$ cat config.mk
export PLATFORM = sky130hd
export DESIGN_NAME = req_init_1_1
export DESIGN_NICKNAME = d
export VERILOG_FILES = /design/src/rtl/lynx_bfm_pkg.sv /design/src/rtl/req_init_credit.sv /design/src/rtl/req_init_1_1.sv
export SDC_FILE = /design/constraint.sdc
export NUM_CORES = 1
export LEC_CHECK = 0
export BUFFER_PORTS_ARGS = -buffer_cell sky130_fd_sc_hd__buf_2
export CAP_MARGIN = 10
export CORE_UTILIZATION = 47
export DETAILED_ROUTE_END_ITERATION = 16
export PLACE_DENSITY = 0.8
export SYNTH_ARGS = -nofsm -noshare
export SYNTH_HDL_FRONTEND = slang
export SYNTH_SLANG_ARGS = --single-unit
$ cat constraint.sdc
create_clock -name clk -period 2.6 [get_ports clk]
set_input_delay 0.52 -clock clk [delete_from_list [all_inputs] [get_ports clk]]
set_output_delay 0.52 -clock clk [all_outputs]
set_load 0.1 [all_outputs]
$ cat src/rtl/lynx_bfm_pkg.sv
// Lynx NoC BFM shared definitions: initiator state encoding, flit field
// positions and the pack/unpack helpers shared with the via models.
// Flit layout, MSB first:
//   {return_node, return_vc, src_node, dst_node, dst_vc, id[7:0], counter}
// Flits up to 64 bits wide are supported by the helpers.
package lynx_bfm_pkg;

    typedef enum logic [1:0] {
        ST_IDLE  = 2'd0,
        ST_SEND  = 2'd1,
        ST_DRAIN = 2'd2,
        ST_DONE  = 2'd3
    } bfm_state_t;

    localparam int ID_WIDTH  = 8;
    localparam int FLIT_MAX  = 64;

    // Counter field takes whatever the routing fields and id leave over.
    function automatic int cnt_width(input int w, input int aw, input int vw);
        return w - 3 * aw - 2 * vw - ID_WIDTH;
    endfunction

    function automatic int id_pos(input int w, input int aw, input int vw);
        return cnt_width(w, aw, vw);
    endfunction

    function automatic int dvc_pos(input int w, input int aw, input int vw);
        return id_pos(w, aw, vw) + ID_WIDTH;
    endfunction

    function automatic int dnode_pos(input int w, input int aw, input int vw);
        return dvc_pos(w, aw, vw) + vw;
    endfunction

    function automatic int snode_pos(input int w, input int aw, input int vw);
        return dnode_pos(w, aw, vw) + aw;
    endfunction

    function automatic int rvc_pos(input int w, input int aw, input int vw);
        return snode_pos(w, aw, vw) + aw;
    endfunction

    function automatic int rnode_pos(input int w, input int aw, input int vw);
        return rvc_pos(w, aw, vw) + vw;
    endfunction

    function automatic logic [FLIT_MAX-1:0] field_mask(input int fw);
        return (fw >= FLIT_MAX) ? '1 : ((64'd1 << fw) - 64'd1);
    endfunction

    // Assemble a flit; each field is masked to its width before placement.
    function automatic logic [FLIT_MAX-1:0] pack_flit(
        input int w, input int aw, input int vw,
        input logic [FLIT_MAX-1:0] rnode, input logic [FLIT_MAX-1:0] rvc,
        input logic [FLIT_MAX-1:0] snode, input logic [FLIT_MAX-1:0] dnode,
        input logic [FLIT_MAX-1:0] dvc,   input logic [FLIT_MAX-1:0] id,
        input logic [FLIT_MAX-1:0] cnt);
        logic [FLIT_MAX-1:0] f;
        f = ((rnode & field_mask(aw)) << rnode_pos(w, aw, vw))
          | ((rvc   & field_mask(vw)) << rvc_pos(w, aw, vw))
          | ((snode & field_mask(aw)) << snode_pos(w, aw, vw))
          | ((dnode & field_mask(aw)) << dnode_pos(w, aw, vw))
          | ((dvc   & field_mask(vw)) << dvc_pos(w, aw, vw))
          | ((id    & field_mask(ID_WIDTH)) << id_pos(w, aw, vw))
          |  (cnt   & field_mask(cnt_width(w, aw, vw)));
        return f;
    endfunction

    // Extract one field of width fw starting at bit pos.
    function automatic logic [FLIT_MAX-1:0] unpack_field(
        input logic [FLIT_MAX-1:0] flit, input int pos, input int fw);
        return (flit >> pos) & field_mask(fw);
    endfunction

endpackage

$ cat src/rtl/req_init_credit.sv
// Outstanding-request tracker for the Lynx initiator BFM.
// inc on each request transfer, dec on each accepted reply; inc and dec in the
// same cycle cancel. A dec at zero is flagged on underflow and ignored, so the
// count saturates at zero.
module req_init_credit #(
    parameter int MAX_COUNT = 4,
    parameter int CW        = $clog2(MAX_COUNT + 1)
) (
    input  logic          clk,
    input  logic          rst,
    input  logic          inc,
    input  logic          dec,
    output logic [CW-1:0] count,
    output logic          underflow
);

    logic dec_ok;

    assign underflow = dec && (count == '0);
    assign dec_ok    = dec && !underflow;

    // Counter update; async active-low reset clears it.
    always_ff @(posedge clk or negedge rst) begin
        if (!rst) begin
            count <= '0;
        end else if (inc && !dec_ok) begin
            count <= count + 1'b1;
        end else if (!inc && dec_ok) begin
            count <= count - 1'b1;
        end
    end

endmodule

$ cat src/rtl/req_init_1_1.sv
// Lynx NoC initiator BFM (return-to-sender partner of a via).
// Issues request flits stamped with the reply port as return address,
// round-robin over a destination list, bounded by MAX_OUTSTANDING in flight.
// Replies are checked for their destination node; done rises once every
// request has been answered. Optional trace output: define LYNX_TRACE_EN.
// Handshake: a flit moves on any clk where valid & ready are both high; the
// sender holds data/dest/vc stable while valid is high and ready is low.
module req_init_1_1
    import lynx_bfm_pkg::*;
#(
    parameter int N               = 16,
    parameter int NUM_VC          = 2,
    parameter int N_ADDR_WIDTH    = $clog2(N),
    parameter int VC_ADDR_WIDTH   = $clog2(NUM_VC),
    parameter int i0_WIDTH        = 32,
    parameter int o0_WIDTH        = 32,
    parameter int o0_ID           = 0,
    parameter int i0_ID           = 0,
    parameter int o0_NODE         = 15,
    parameter int i0_NODE         = 15,
    parameter int i0_VC           = 0,
    parameter int o0_NUM_DEST     = 4,
    parameter logic [o0_NUM_DEST*N_ADDR_WIDTH-1:0]  o0_DEST = {o0_NUM_DEST{N_ADDR_WIDTH'(1)}},
    parameter logic [o0_NUM_DEST*VC_ADDR_WIDTH-1:0] o0_VC   = {o0_NUM_DEST{VC_ADDR_WIDTH'(1)}},
    parameter int MAX_OUTSTANDING = 4,
    parameter int NUM_REQ         = 1000
) (
    input  logic                     clk,
    input  logic                     rst,
    output logic                     done,
    output logic                     err,
    input  logic [i0_WIDTH-1:0]      i0_data_in,
    input  logic                     i0_valid_in,
    output logic                     i0_ready_out,
    output logic [o0_WIDTH-1:0]      o0_data_out,
    output logic [N_ADDR_WIDTH-1:0]  o0_dest_out,
    output logic [VC_ADDR_WIDTH-1:0] o0_vc_out,
    output logic                     o0_valid_out,
    input  logic                     o0_ready_in
);

    localparam int CNT_W   = cnt_width(o0_WIDTH, N_ADDR_WIDTH, VC_ADDR_WIDTH);
    localparam int OUT_W   = $clog2(MAX_OUTSTANDING + 1);
    localparam int DI_W    = (o0_NUM_DEST > 1) ? $clog2(o0_NUM_DEST) : 1;
    localparam int RSP_DNP = dnode_pos(i0_WIDTH, N_ADDR_WIDTH, VC_ADDR_WIDTH);

    // Elaboration checks: the counter field must hold NUM_REQ.
    if (CNT_W < 1 || (64'(NUM_REQ) >> CNT_W) != 64'd0) begin : g_cnt_chk
        $error("req_init_1_1: NUM_REQ does not fit the flit counter field");
    end
    if (o0_WIDTH > FLIT_MAX || i0_WIDTH > FLIT_MAX) begin : g_width_chk
        $error("req_init_1_1: flit wider than 64 bits");
    end
    if (MAX_OUTSTANDING < 1 || o0_NUM_DEST < 1) begin : g_cfg_chk
        $error("req_init_1_1: MAX_OUTSTANDING and o0_NUM_DEST must be >= 1");
    end
    if (o0_ID > 255 || i0_ID > 255) begin : g_id_chk
        $error("req_init_1_1: ids are 8-bit");
    end

    bfm_state_t               state;
    logic [CNT_W-1:0]         req_cnt;
    logic [CNT_W-1:0]         rsp_cnt;
    logic [DI_W-1:0]          dst_idx;
    logic [DI_W-1:0]          dst_idx_nxt;
    logic [OUT_W-1:0]         outstanding;
    logic [N_ADDR_WIDTH-1:0]  next_dest;
    logic [VC_ADDR_WIDTH-1:0] next_vc;
    logic                     req_xfer;
    logic                     rsp_take;
    logic                     underflow;
    logic                     bad_route;
    logic                     can_load;

    assign req_xfer = o0_valid_out && o0_ready_in;
    assign rsp_take = i0_valid_in && i0_ready_out;

    req_init_credit #(
        .MAX_COUNT (MAX_OUTSTANDING),
        .CW        (OUT_W)
    ) u_credit (
        .clk       (clk),
        .rst       (rst),
        .inc       (req_xfer),
        .dec       (rsp_take),
        .count     (outstanding),
        .underflow (underflow)
    );

    // Destination index after this cycle's transfer; a flit loaded in the
    // same cycle its predecessor leaves must already use the next entry.
    always_comb begin
        dst_idx_nxt = dst_idx;
        if (req_xfer) begin
            dst_idx_nxt = (dst_idx == DI_W'(o0_NUM_DEST - 1)) ? '0 : dst_idx + 1'b1;
        end
        next_dest = o0_DEST[int'(dst_idx_nxt)*N_ADDR_WIDTH +: N_ADDR_WIDTH];
        next_vc   = o0_VC[int'(dst_idx_nxt)*VC_ADDR_WIDTH +: VC_ADDR_WIDTH];
    end

    // A held flit counts against the limit whether or not it leaves this cycle.
    assign can_load = (state == ST_SEND)
                   && (!o0_valid_out || o0_ready_in)
                   && ((int'(outstanding) + int'(o0_valid_out)) < MAX_OUTSTANDING)
                   && (req_cnt < CNT_W'(NUM_REQ));

    assign bad_route = rsp_take &&
        (unpack_field(64'(i0_data_in), RSP_DNP, N_ADDR_WIDTH) != 64'(i0_NODE));

    // Main FSM with registered outputs, sticky error and reply counting.
    always_ff @(posedge clk or negedge rst) begin
        if (!rst) begin
            state        <= ST_IDLE;
            req_cnt      <= '0;
            rsp_cnt      <= '0;
            dst_idx      <= '0;
            done         <= 1'b0;
            err          <= 1'b0;
            i0_ready_out <= 1'b0;
            o0_data_out  <= '0;
            o0_dest_out  <= '0;
            o0_vc_out    <= '0;
            o0_valid_out <= 1'b0;
        end else begin
            if (underflow || bad_route) begin
                err <= 1'b1;
            end
            if (rsp_take && !underflow) begin
                rsp_cnt <= rsp_cnt + 1'b1;
            end
            if (req_xfer) begin
                dst_idx <= dst_idx_nxt;
            end
            case (state)
                ST_IDLE: begin
                    i0_ready_out <= 1'b1;
                    state        <= ST_SEND;
                end
                ST_SEND: begin
                    if (can_load) begin
                        req_cnt      <= req_cnt + 1'b1;
                        o0_data_out  <= o0_WIDTH'(pack_flit(o0_WIDTH, N_ADDR_WIDTH, VC_ADDR_WIDTH,
                                            64'(i0_NODE), 64'(i0_VC), 64'(o0_NODE),
                                            64'(next_dest), 64'(next_vc), 64'(o0_ID),
                                            64'(req_cnt + 1'b1)));
                        o0_dest_out  <= next_dest;
                        o0_vc_out    <= next_vc;
                        o0_valid_out <= 1'b1;
                    end else if (req_xfer) begin
                        o0_valid_out <= 1'b0;
                    end
                    if (req_xfer && req_cnt == CNT_W'(NUM_REQ)) begin
                        state <= ST_DRAIN;
                    end
                end
                ST_DRAIN: begin
                    if (outstanding == '0 && rsp_cnt == CNT_W'(NUM_REQ)) begin
                        done  <= 1'b1;
                        state <= ST_DONE;
                    end
                end
                default: begin
                    done <= 1'b1;
                end
            endcase
        end
    end

`ifdef LYNX_TRACE_EN
    // Trace every request transfer, reply and error event.
    always @(posedge clk) begin
        if (rst && req_xfer) begin
            $display("SRC=%0d; time=%0t; from=%0d; to=%0d; curr=%0d; data=%h;",
                     o0_ID, $time, o0_NODE, o0_dest_out, o0_NODE, o0_data_out);
        end
        if (rst && rsp_take) begin
            $display("SINK=%0d; time=%0t; from=%0d; to=%0d; curr=%0d; data=%h; SRC=%0d;",
                     i0_ID, $time,
                     unpack_field(64'(i0_data_in), snode_pos(i0_WIDTH, N_ADDR_WIDTH, VC_ADDR_WIDTH), N_ADDR_WIDTH),
                     i0_NODE, i0_NODE, i0_data_in,
                     unpack_field(64'(i0_data_in), id_pos(i0_WIDTH, N_ADDR_WIDTH, VC_ADDR_WIDTH), ID_WIDTH));
        end
        if (rst && (underflow || bad_route)) begin
            $display("ERR=1;");
        end
    end
`endif

endmodule

# After elaboration in Yosys (flattened, before gate mapping)
# Index checks and enable logic that the tools add are counted.
# W data, S select, Z words.
[totals]
regBits = 68
in_bits = 36
out_inout_bits = 41
word_cells = 73
[op_classes]
n_addsub = 7
n_lt_le_gt_ge = 2
eq_ne = 8
n_shift = 2
n_mux = 11
bitwise_logic = 3
n_reduce_logical = 28
[op_table]
columns = ["op", "n"]
rows = [
  ["$or A32 B10 Y32", 1],
  ["$or A32 B19 Y32", 1],
  ["$add A10 B1 Y10 const B", 3],
  ["$eq A10 B10 Y1 const B", 2],
  ["$shiftx A16 B5 Y4 const A", 1],
  ["$logic_and A1 B1 Y1", 12],
  ["$lt A10 B10 Y1 const B", 1],
  ["$mux W2", 4],
  ["$mux W3", 2],
  ["$pmux W2 S3", 1],
  ["$reduce_and A2 Y1", 3],
  ["$add A3 B1 Y4", 1],
  ["$eq A2 B2 Y1 const B", 2],
  ["$logic_not A1 Y1", 4],
  ["$lt A4 B3 Y1 const B", 1],
  ["$ne A4 B4 Y1 const B", 1],
  ["$reduce_bool A2 Y1", 2],
  ["$shiftx A4 B3 Y1 const A", 1],
  ["$add A3 B1 Y3 const B", 1],
  ["$logic_not A3 Y1", 1],
  ["$mux W1", 3],
  ["$reduce_and A3 Y1", 1],
  ["$reduce_bool A3 Y1", 1],
  ["$sub A3 B1 Y3 const B", 1],
  ["9 further kinds", 10],
]

# Logic depth before layout (Yosys ltp)
[depth]
word_depth = 7
ltp_mapped = 8
depth_no_buf = 8

# Cells and area by module
# A second synthesis with hierarchy kept.
[hier_totals]
hier_cells = 158
area_unflattened_um2 = 1720.4
[modules_own_cells]
columns = ["module", "n_inst", "cells_per_inst", "area_per_inst_um2", "seq_area_each_um2"]
rows = [
  ["req_init_1_1", 1, 145, 1551.5, 675.6],
  ["req_init_credit", 1, 13, 168.9, 75.1],
]

# Least setup slack after synthesis
# No wires, ideal clock.
[synth_path]
kind = "reg2reg"
start = "reg i0_ready_out"
end = "reg u_credit.count[1]"
setup_ps = 125
arrival_time_ps = 2287
required_time_ps = 2475
path_slack_ps = 189
path_stages_with_launch = 7
path_buffers = 0
period_less_slack_ps = 2411
cell_sequence = "dfrtp_1 o311a_2 inv_1 ha_1 inv_1 fa_1 mux2_2"
[synth_via]
elab_chain_cells = 7
elab_cells_between_ends = 9
cone_classes = "mux (1); reduce/logical (8)"
[synth_rtl]
columns = ["item", "line_no", "source"]
rows = [
  ["start, declared", "req_init_1_1.sv:34", "output logic i0_ready_out,"],
  ["start signal, assigned", "req_init_1_1.sv:119", "i0_ready_out <= 1'b0;"],
  ["start signal, assigned", "req_init_1_1.sv:136", "i0_ready_out <= 1'b1;"],
  ["$logic_and A1 B1 Y1 (*)", "req_init_1_1.sv:76", "assign rsp_take = i0_valid_in && i0_ready_out;"],
  ["$logic_and A1 B1 Y1", "req_init_credit.sv:19", "assign underflow = dec && (count == '0);"],
  ["$logic_not A1 Y1", "req_init_credit.sv:20", "assign dec_ok = dec && !underflow;"],
  ["$logic_and A1 B1 Y1 (*)", "req_init_credit.sv:20", ""],
  ["$logic_not A1 Y1", "req_init_credit.sv:26", "end else if (inc && !dec_ok) begin"],
  ["$logic_and A1 B1 Y1", "req_init_credit.sv:26", ""],
  ["$mux W3 / $reduce_bool A2 Y1 (equally long branches)", "n/a", ""],
  ["end signal, assigned", "req_init_credit.sv:27", "count <= count + 1'b1;"],
  ["end signal, assigned", "req_init_credit.sv:29", "count <= count - 1'b1;"],
  ["end, declared", "req_init_credit.sv:13", "output logic [CW-1:0] count,"],
]
# Mark *: on every way between the ends. The rest lies on a longest branch, timed or not.
# A chain may end at the register's enable or synchronous reset.

# Worst setup path after layout
[layout_path]
start = "reg u_credit.count[0]"
end = "reg u_credit.count[2]"
[layout_via]
elab_chain_cells = 7
elab_cells_between_ends = 12
cone_classes = "add/sub (2); mux (2); reduce/logical (8)"
[layout_rtl]
columns = ["item"]
rows = [
  ["parallel branches: the longest is 7 deep, another holds $sub A3 B1 Y3"],
]
# Several ways; the timed one is not identified. The select of a mux whose other input is x is not followed.

==> results_dict.tcl <==
set metrics [dict create \
    vias_per_cell 4.91 \
    synth_seq_cells 30 \
    async_reset_ff_share_pct 100 \
    worstSetupPathType "reg -> reg" \
    grt_max_degree 31 \
    dr.pass1.iters 4 \
    final_core_util_pct 54.4 \
    drt-initial-drc-count 45 \
    fin_crit_ns 2.16 \
    rr_endpoint "u_credit.count[2]$_DFFE_PN0P_" \
    p_per_area_nw_per_um2 1060 \
    yosysTopAreaCell "dfrtp_1" \
    max_freq_mhz 463 \
    initial_utilization_pct 50.5 \
    track_usage_pct 16.6 \
    row_count 21 \
    p_leak_nw 0.948 \
    cts_max_path_buffers 2 \
    synth.area.top_cells "dfrtp_1 (44%), buf_4 (11%), ha_1 (7.3%)" \
    dp.cells 231 \
    syn_avg_cell_area_um2 10.5 \
    drive_above_1_share_pct 26.2 \
    core_um2 3420 \
    r2r_cells 8 \
    overflow 0 \
    layout_common_cells "buf_2 (33), dfrtp_1 (30), conb_1 (15)" \
    critPathRequiredTime_ns 2.85 \
    synthFlopType "dfrtp_1" \
    clkLatencyLatePin_ns 0.32 \
    die-area_um2 3920 \
    maxCapViolCount 0 \
    cpPeakStageDelay_ns 0.51 \
    wl_um 2940 \
    critical_path.max_fanout 8 \
    cts_tree "yes" \
    fp.dieH_um 62.6 \
    grt_pass1_wl_um 5060 \
    report.power.total_mw 1.98 \
    grt_pass1_vias 1142 \
    ir_drop_mv 1.04 \
    slowest_stage "o311a_2" \
    syn2layout_area_growth_pct 7.61 \
    whs_ns 0.217 \
    portBuffers 33 \
    post_cts_resized 0 \
    setup.worst_path.start_class "flop" \
    arrival_ns 2.41 \
    finalCritPeriodShare_pct 83.1 \
    path_clk_slew_ns 0.09 \
    hold_class "in -> async" \
    cp-startpoint "u_credit.count[0]$_DFFE_PN0P_" \
    synth.distinct_cells 36 \
    worst_slew_pin_slew_ns 0.664 \
    cts_buffers 5 \
    antenna_found_initial 0 \
    slew_headroom_pct 55.7 \
    run_status "finished clean" \
    worst_setup_path_end_kind "flop" \
    worstPathCellList "o311a_2, inv_1, ha_1, inv_1, fa_1, xor2_1, nor2_1, xor2_1" \
    yosysTopAreaCellShare_pct 43.5 \
    via_count 1164 \
    synth-warning-count 0 \
    syn-cell-area_um2 1730 \
    fin_worst_skew_ns 0.00406 \
    rr_startpoint "u_credit.count[0]$_DFFE_PN0P_" \
    io_pins 77 \
    synth_edf_count 0 \
    stdcell_count 237 \
    dp.final_hpwl_um 2160 \
    drtAntennaViolNets 0 \
    finalSetupViolCount 0 \
    die_w_um 62.6 \
    rsz0062_at_grt "false" \
    hold_viol 0 \
    nets 239 \
    rrSetupSlack_ns 0.44 \
    ys_seq_area_share_pct 43.5 \
    cts.htree.levels 2 \
    post-route-drc-count 0 \
    gp_congestion 0.737 \
    mostFrequentLayoutCell "buf_2" \
    clock_sinks 30 \
    cts_setup_buffers 0 \
    insertedDiodeCount 0 \
    syn_inst 164 \
    cts-root-buf "clkbuf_4" \
    worstSetupEndpoint "u_credit.count[2]$_DFFE_PN0P_" \
    fin_setup_tns_ns 0 \
    avgRoutedWirePerCell_um 12.4 \
    maxSlewViolCount 0 \
    cts_hold_buffers 0 \
]
sequential cells by signal, summed over array words and instances (netlist names):
| name | count |
|---|---|
| state | 2 |
| o0_data_out | 1 |
| o0_valid_out | 1 |
| done | 1 |
| err | 1 |
| o0_dest_out | 1 |
| req_cnt | 9 |
| i0_ready_out | 1 |
| rsp_cnt | 10 |
| u_credit.count | 3 |
where the power goes:
group	leakage (nW)	internal (mW)	switching, mW
clock network	0.0302	0.122	0.146
logic	0.551	0.230	0.786
registers	0.367	0.562	0.130
critical path, delay by kind of cell, from the launching register on:
kind | cells | cell delay [ns]
adders and majority gates | 2 | 0.55
AOI/OAI and AO/OA | 1 | 0.51
DFF | 1 | 0.45
xor gates and xnor gates | 2 | 0.33
buffers and inverters | 2 | 0.14
and+or+nand+nor | 1 | 0.11
layout make-up:
cell class | instances | area [um2]
clock buffers | 6 | 51.3
fillers | 322 | 1560
inverters | 14 | 52.6
multi-input cells | 108 | 779
flip-flops and latches | 30 | 751
well taps | 46 | 57.6
repair buffers | 33 | 165
worst min path at each step:
stage                                from                       endpoint  slack [ns]  depth (start not counted)
after floorplan                       rst               done$_DFFE_PN0P_        0.22                          0
after global placement    err$_DFFE_PN0P_                err$_DFFE_PN0P_        0.45                          1
after detailed placement  err$_DFFE_PN0P_                err$_DFFE_PN0P_        0.45                          1
after CTS                             rst  u_credit.count[1]$_DFFE_PN0P_        0.24                          1
after global routing                  rst         rsp_cnt[7]$_DFFE_PN0P_        0.26                          1
final                                 rst         rsp_cnt[6]$_DFFE_PN0P_        0.22                          1
stage by stage:
step                setup WS (ns)  instance area, um2
CTS                         0.433                1860
floorplan                   0.189                1780
global route                0.285                1860
detailed placement          0.456                1810
global placement            0.513                1810
finish                      0.440                1860
cell usage after synthesis, drive strengths merged, types with 2 or more instances:
library cell	instances
nor2	6
or2	2
and3	2
nand4	4
dfrtp	30
xor2	11
ha	10
nand3	6
buf	26
xnor2	9
nand2	11
o41ai	2
nor3	6
inv	14
mux2	3
nor4	3
o21ai	3
kinds of logic after synthesis:
logic type / share of synthesized area [%]
other: 0.217
flip-flops: 43.5
AND/OR/NAND/NOR: 15.0
adder cells (fa/ha/maj): 8.41
buffers and inverters: 14.4
multiplexers: 2.76
XOR/XNOR: 10.2
AO/OA/AOI/OAI: 5.58
metal layers:
metal / GRT usage, % / part of all wire [%] / vias to the layer above
li1: - / - / 560
met1: 19.7 / 46 / 568
met2: 27.7 / 48 / 28
met3: 4.38 / 4.0 / 8
met4: 8.14 / 2.1 / 0
met5: 0 / 0 / -
Power figures use the tool's default switching activity.
